<file path="config.mk">
export PLATFORM = sky130hd
export DESIGN_NAME = booth_mult_ctrl
export DESIGN_NICKNAME = d
export VERILOG_FILES = /design/src/rtl/booth_ctrl_pkg.sv /design/src/rtl/booth_iter_counter.sv /design/src/rtl/booth_mult_ctrl.sv
export SDC_FILE = /design/constraint.sdc
export NUM_CORES = 1
export LEC_CHECK = 0
export ABC_AREA = 1
export CORE_AREA = 2 2 39 41
export CTS_BUF_LIST = sky130_fd_sc_hd__clkbuf_4
export DETAILED_ROUTE_END_ITERATION = 7
export DIE_AREA = 0 0 41 43
export PLACE_DENSITY_LB_ADDON = 0.05
export SLEW_MARGIN = 20
export SYNTH_ARGS = -nofsm -noshare
export SYNTH_HDL_FRONTEND = slang
export SYNTH_SLANG_ARGS = --single-unit
</file>
<file path="constraint.sdc">
create_clock -name clk -period 2.1 [get_ports clk]
set_clock_uncertainty 0.2 [all_clocks]
set_input_delay 0.21 -clock clk [delete_from_list [all_inputs] [get_ports clk]]
set_output_delay 0.21 -clock clk [all_outputs]
set_load 0.005 [all_outputs]
</file>
<file path="src/rtl/booth_ctrl_pkg.sv">
// Shared state encoding and Booth op-decode constants for the radix-2
// multiplier controller.
package booth_ctrl_pkg;

    typedef enum logic [2:0] {
        IDLE,
        LOAD,
        ARITH,
        SHIFT,
        DONE
    } booth_state_t;

    // Indexed by {q0, q_m1}; the other two pairs mean "shift only".
    localparam logic [1:0] BOOTH_OP_ADD = 2'b01;
    localparam logic [1:0] BOOTH_OP_SUB = 2'b10;

endpackage

</file>
<file path="src/rtl/booth_iter_counter.sv">
// Iteration counter for the Booth controller: counts completed shifts and
// flags the final one.
module booth_iter_counter #(
    parameter  int WIDTH = 8,
    localparam int CNT_W = $clog2(WIDTH + 1)
) (
    input  logic             clk,
    input  logic             rst,
    input  logic             clr,
    input  logic             inc,
    output logic [CNT_W-1:0] count,
    output logic             last
);

    logic [CNT_W-1:0] count_q;
    logic [CNT_W-1:0] count_d;

    always_comb begin
        count_d = count_q;
        if (clr) begin
            count_d = '0;
        end else if (inc) begin
            count_d = count_q + CNT_W'(1);
        end
    end

    always_ff @(posedge clk) begin
        if (rst) begin
            count_q <= '0;
        end else begin
            count_q <= count_d;
        end
    end

    assign count = count_q;
    assign last  = (count_q == CNT_W'(WIDTH - 1));

endmodule

</file>
<file path="src/rtl/booth_mult_ctrl.sv">
// Booth radix-2 multiplier control FSM: issues one-hot load/add/sub/shift
// strobes for WIDTH iterations, then holds done until acknowledged.
module booth_mult_ctrl
    import booth_ctrl_pkg::*;
#(
    parameter  int WIDTH = 8,
    localparam int CNT_W = $clog2(WIDTH + 1)
) (
    input  logic             clk,
    input  logic             rst,
    input  logic             start,
    output logic             ready,
    input  logic             q0,
    input  logic             q_m1,
    output logic             load,
    output logic             add,
    output logic             sub,
    output logic             shift,
    output logic             done,
    input  logic             ack,
    output logic [CNT_W-1:0] iter
);

    booth_state_t     state_q;
    booth_state_t     state_d;
    logic             cnt_last;
    logic [1:0]       op_sel;

    assign op_sel = {q0, q_m1};

    booth_iter_counter #(
        .WIDTH (WIDTH)
    ) u_cnt (
        .clk   (clk),
        .rst   (rst),
        .clr   (state_q == LOAD),
        .inc   (state_q == SHIFT),
        .count (iter),
        .last  (cnt_last)
    );

    always_ff @(posedge clk) begin
        if (rst) begin
            state_q <= IDLE;
        end else begin
            state_q <= state_d;
        end
    end

    always_comb begin
        state_d = state_q;
        ready   = 1'b0;
        load    = 1'b0;
        add     = 1'b0;
        sub     = 1'b0;
        shift   = 1'b0;
        done    = 1'b0;
        case (state_q)
            IDLE: begin
                ready = 1'b1;
                if (start) state_d = LOAD;
            end
            LOAD: begin
                load    = 1'b1;
                state_d = ARITH;
            end
            ARITH: begin
                add     = (op_sel == BOOTH_OP_ADD);
                sub     = (op_sel == BOOTH_OP_SUB);
                state_d = SHIFT;
            end
            SHIFT: begin
                shift   = 1'b1;
                state_d = cnt_last ? DONE : ARITH;
            end
            DONE: begin
                // ack wins over a simultaneous start; start is simply dropped
                done = 1'b1;
                if (ack) state_d = IDLE;
            end
            default: begin
                state_d = IDLE;
            end
        endcase
    end

endmodule

</file>
==> results.md, run 1 <==
* Vias in the first global route at 343
* WS Path Type: flop to output port
* Setup violators final at 0
* Antenna viol nets, final at 0
* Hold Fails Final Rpt at 0
* Required @ worst endpoint at ~1700 ps
* Cts hold-fix bufs at 0
* Hold path start: u_cnt.count[3]$_SDFFE_PP0P_
* Yosys cell types at 16
* Post-Place Cell Area at 562 sq um
* CTS clock-pin slew for the worst setup and hold paths at 50 ps
* H-tree level count at 1
* Reg2reg path depth at 5
* CTS max path bufs at 2
* Critical path buffers and inverters at 1
* Post-synthesis sequential area ratio at between 30% and 40%
* Total wire length at 847 um
* CP Depth at 4
* Synth top area cells: dfxtp_1 (36%), nand2_1 (12%), inv_1 (8.8%)
* Synthesized net count at between 60 and 70
* Crit path max-delay family: buffers and inverters
* Hpwl dp at approximately 660 um
* Setup crit start: state_q[0]$_SDFFE_PP0P_
* Setup TNS at 0 ps
* Pwr per Cell Area at 558 nW/um^2
* Dpl ws at 272 ps
* Hold Crit Class: flop to flop
* Most common cell after layout, fill and taps aside: clkdlybuf4s50_1
* CP max-delay cell: clkdlybuf4s50_1
* Die Ht at 43 um
* Vias at ~400
* Slew headroom at between 70% and 80%
* Share of the synthesized area in the top cell type at roughly 36%
* Max Transition Viols Final at 0
* Maxcap violations at 0
* DP Cell Count at about 90
* Total chip power at 330 uW
* Pin count of the biggest net entering global routing at 8
* GRT Total Usage at 11.7%
* Area Growth Syn to Fin at 54.1%
* DIE AREA at 1760 sq um
* WHS Path Cells at 2
* Placement row count at 14
* Initial Util at 27.8%
* CP cell instances: nor2_1, nand2_1, nor3_1, clkdlybuf4s50_1
* Crit path largest cell delay at 520 ps
* Mapped Area at 384 sq um
* Most frequent cells in the layout: clkdlybuf4s50_1 (15), nand2_1 (12), nor2_1 (9), inv_1 (9), dfxtp_1 (7)
* Worst Path Max Fanout at 5
* FMAX at between 500 and 600 MHz
* Setup ws final at 158 ps
* Core area at 1380 sq um
* Pre-antenna DRT Iters at 2
* Nets@finish at 84
* Clock Tree Root: clkbuf_4
* Peak supply drop at around 380 uV
* First-pass GRT wire length at 1350 um
* # DRC at 0
* Final Cell Area at approximately 590 sq um
* # port buffers at 15
* Routability cong. at roughly 0.73
* R2r startpoint: state_q[0]$_SDFFE_PP0P_
* Avg Cell Area, Syn at just under 7 sq um
* Leak Pwr at 0.000236 uW
* Synth warn at 0
* GRT overflow at 0
* Layout cell share with drive strength beyond 1 at 13.2%
* Sink Count at 7
* Post-CTS resize count at 0
* Post-CTS setup repair buffer count at 0
* Non-Filler Instances at ~90
* CTS Buf Count at 3
* Run status: finished, final reports clean
* CP Launch Type: flop
* Final critical-path required period at 1940 ps
* Post-Syn Instances at 56
* Die Wd at 41 um
* # diodes at 0
* Element type at the critical path end: output port
* Clock Latency Late Sink at 240 ps
* Via-per-instance ratio at between 4 and 5
* Crit path DAT at between 1500 and 2000 ps
* RSZ-0062 raised after global routing: false
* Register bit total from synthesis at 7
* First DRT Iteration DRCs at 4
* Slew @ Worst Pin at ~310 ps
* Initial antenna violation count at 0
* Part of the cycle the worst path needs at 92.5%
* Clock tree from TritonCTS: yes
* I/O pin cnt at 16
* Drt wl/cell at 9.21 um
* Most area-hungry cell type in the Yosys netlist: dfxtp_1
[state kept, by name, indices dropped and copies added (netlist names)]
| signal | count |
|---|---|
| u_cnt.count | 4 |
| state_q | 3 |
[cell type report]
cell class / instances / area (sq um)
inverters: 10 / 37.5
flip-flops and latches: 7 / 140
multi-input cells: 39 / 206
well taps: 16 / 20.0
clock buffers: 4 / 30.0
repair buffers: 16 / 158
fillers: 162 / 792
[cell families (layout without fill, tap and decap cells)]
kind of cell / after synthesis / after routing / synth area share (%)
compound gates: 9 / 9 / 13.7
fa+ha+maj: 1 / 1 / 3.26
buf+inv: 10 / 30 / 9.77
flops: 7 / 7 / 36.5
simple gates: 29 / 29 / 36.8
[stage by stage]
step / util [%] / hold WS, ps
after floorplan: - / 79.1
after global placement: 40.6 / 290
after detailed placement: 40.6 / 294
after CTS: 42.8 / 302
after global routing: 42.8 / 335
final: 42.8 / 297
[Yosys cell counts]
| cell | count |
|---|---|
| o21ai_2 | 1 |
| a21oi_1 | 5 |
| o211ai_1 | 1 |
| nor3_1 | 1 |
| nand2_1 | 12 |
| ha_1 | 1 |
| inv_2 | 1 |
| nor2_1 | 9 |
| o21ai_0 | 1 |
| dfxtp_1 | 7 |
| a31oi_1 | 1 |
| nor2_8 | 1 |
| nor2_2 | 1 |
| inv_1 | 9 |
| nand3_1 | 4 |
| nand2_4 | 1 |
[power breakdown]
group          internal (uW)  total (uW)  leakage [uW]  switching, uW
clock network           85.2         131     0.0000184           45.8
logic                   29.9        52.8      0.000160           22.9
registers                138         147     0.0000570           8.59
total                    253         330      0.000236           77.3
[path summary, 6_finish.rpt]
path | to | slack [ps]
max | add | 160
min | u_cnt.count[3]$_SDFFE_PP0P_ | 300
max reg2reg | u_cnt.count[3]$_SDFFE_PP0P_ | 810
min reg2reg | u_cnt.count[3]$_SDFFE_PP0P_ | 300
[worst min-delay path, stage by stage, from the launching register on]
cell,delay (ps)
dfxtp_1,330
nand2_1,70
a21oi_1,50
[per-layer routing]
layer / global-route usage [%] / share of wire (%)
met5: 0 / 0
met2: 15.9 / 45
met4: 4.00 / 0
met1: 14.3 / 46
met3: 7.85 / 9.0
Power figures use the tool's default switching activity.
==> run 2: changes to the inputs <==
--- a/config.mk
+++ b/config.mk
@@ -10,7 +10,6 @@
 export CTS_BUF_LIST = sky130_fd_sc_hd__clkbuf_4
 export DETAILED_ROUTE_END_ITERATION = 7
 export DIE_AREA = 0 0 41 43
-export PLACE_DENSITY_LB_ADDON = 0.05
 export SLEW_MARGIN = 20
 export SYNTH_ARGS = -nofsm -noshare
 export SYNTH_HDL_FRONTEND = slang
==> results.md, run 2 (synthesis results as in run 1) <==
* Part of the cycle the worst path needs at 95.8% (+3.3 points)
* Slew headroom at 73.3% (-5.8 points)
* Hold Crit Class: flop to flop
* Worst Path Max Fanout at 7 (+2)
* GRT Total Usage at 10.3% (-1.4 points)
* Most common cell after layout, fill and taps aside: clkdlybuf4s50_1
* Peak supply drop at 219 uV (-43%)
* Most frequent cells in the layout: clkdlybuf4s50_1 (15), nand2_1 (12), nor2_1 (9), inv_1 (9), dfxtp_1 (7)
* Setup crit start: state_q[2]$_SDFFE_PP0P_
* Vias at 393 (-2.7%)
* Maxcap violations at 0 (unchanged)
* Clock tree from TritonCTS: yes
* Drt wl/cell at 9.18 um (-0.33%)
* Post-CTS setup repair buffer count at 0 (unchanged)
* Setup TNS at 0 ps (unchanged)
* Setup ws final at 88.5 ps (-69.2 ps)
* CP Launch Type: flop
* Worst Setup EP: add
* Fillers at 151 (-6.8%)
* Hold Fails Final Rpt at 0 (unchanged)
* Die Wd at 41 um (unchanged)
* WS Path Type: flop to output port
* Initial Util at 27.8% (unchanged)
* Nets@finish at 83 (-1.2%)
* Max Transition Viols Final at 0 (unchanged)
* Placement row count at 14 (unchanged)
* GRT overflow at 0 (unchanged)
* R2r startpoint: state_q[0]$_SDFFE_PP0P_
* Core area at 1380 sq um (unchanged)
* Cts hold-fix bufs at 0 (unchanged)
* # diodes at 0 (unchanged)
* FMAX at 497 MHz (-3.4%)
* RSZ-0062 raised after global routing: false
* First DRT Iteration DRCs at 8 (+4)
* Layout cell share with drive strength beyond 1 at 12.0% (-1.2 points)
* Hpwl dp at 611 um (-8.0%)
* Antenna viol nets, final at 0 (unchanged)
* Max reg flops at 4 (unchanged)
* Dpl ws at 281 ps (+9.08 ps)
* Crit path DAT at 1600 ps (+70 ps)
* Total wire length at 835 um (-1.4%)
* Initial antenna violation count at 0 (unchanged)
* Vias in the first global route at 338 (-1.5%)
* Clock Latency Late Sink at 260 ps (+20 ps)
* Pin count of the biggest net entering global routing at 8 (unchanged)
* Capturing point of the worst reg2reg path: u_cnt.count[2]$_SDFFE_PP0P_
* H-tree level count at 1 (unchanged)
* Element type at the critical path end: output port
* Setup violators final at 0 (unchanged)
* I/O pin cnt at 16 (unchanged)
* # DRC at 0 (unchanged)
* Reg-to-reg slack, setup at 800 ps (about the same)
* Pwr per Cell Area at 556 nW/um^2 (-0.34%)
* Via-per-instance ratio at 4.32 (-1.7%)
* Area Growth Syn to Fin at 51.5%
* Clock Tree Root: clkbuf_4
* Post-CTS resize count at 0 (unchanged)
* CTS clock-pin slew for the worst setup and hold paths at 60 ps (about the same)
* Final critical-path required period at 2010 ps (+69.2 ps)
* Sink Count at 7 (unchanged)
* # port buffers at 15 (unchanged)
* Slew @ Worst Pin at 400 ps (+87.4 ps)
* Routability cong. at 0.757 (+4.2%)
* CTS Buf Count at 3 (unchanged)
* Run status: finished, final reports clean
* Required @ worst endpoint at 1690 ps (about the same)
* Die Ht at 43 um (unchanged)
* Leak Pwr at 0.000230 uW (-2.6%)
* Pre-antenna DRT Iters at 4 (+2)
* CTS max path bufs at 2 (unchanged)
* Reg2reg path depth at 5 (unchanged)
* DIE AREA at 1760 sq um (unchanged)
* First-pass GRT wire length at 1230 um (-8.7%)
==> run 2: cell types whose count changed in the layout (fill, tap and decap cells not counted), sizes merged <==
| cell | before | now |
|---|---|---|
| clkbuf | 4 | 3 |
| buf | 1 | 0 |
| clkinv | 0 | 1 |
==> run 2: worst min-delay path by stage <==
stage / slack [ps] / to / cells after the start / start
CTS: 290 / u_cnt.count[3]$_SDFFE_PP0P_ / 2 / u_cnt.count[3]$_SDFFE_PP0P_
floorplan: 80 / state_q[2]$_SDFFE_PP0P_ / 1 / rst
detailed placement: 290 / u_cnt.count[3]$_SDFFE_PP0P_ / 2 / u_cnt.count[3]$_SDFFE_PP0P_
finish: 290 / u_cnt.count[3]$_SDFFE_PP0P_ / 2 / u_cnt.count[3]$_SDFFE_PP0P_
global route: 330 / u_cnt.count[3]$_SDFFE_PP0P_ / 2 / u_cnt.count[3]$_SDFFE_PP0P_
global placement: 280 / u_cnt.count[3]$_SDFFE_PP0P_ / 2 / u_cnt.count[3]$_SDFFE_PP0P_
==> run 2: per-stage QoR <==
stage	instances	area [sq um]	utilization (%)	hold slack [ps]	total power (uW)
5_1_grt	91	582	42.0	331	340
3_3_place_gp	87	554	40.1	280	202
2_1_floorplan	56	384	-	79.1	173
6_report	91	582	42.0	290	324
3_5_place_dp	87	554	40.1	286	202
4_1_cts	91	582	42.0	293	327
==> run 2: layout make-up <==
cell class              instances  area (sq um)  share of cell area (%)
flip-flops and latches          7           140                    24.1
clock buffers                   3          22.5                    3.87
clock inverters                 1          5.00                   0.860
well taps                      16          20.0                    3.44
repair buffers                 15           150                    25.8
multi-input cells              39           206                    35.5
inverters                      10          37.5                    6.45
==> run 2: worst max-delay path: stages, from the launching register on <==
cell and delay, ps:
dfxtp_1 430, nor2_1 170, nand2_1 80, nor3_1 140, clkdlybuf4s50_1 520
==> run 2: routing by layer <==
metal | up-vias | GRT usage, % | routed length (um)
met3 | 0 | 3.14 | 54
met4 | 0 | 6.00 | 0
met1 | 166 | 12.6 | 398
met5 | - | 0 | 0
li1 | 215 | - | -
met2 | 12 | 15.0 | 382
==> run 2: report_power, final <==
group          total [uW]  switching [uW]  internal [uW]
combinational        52.6            22.7           30.0
clock                 125            54.7           69.8
sequential            146            8.67            138
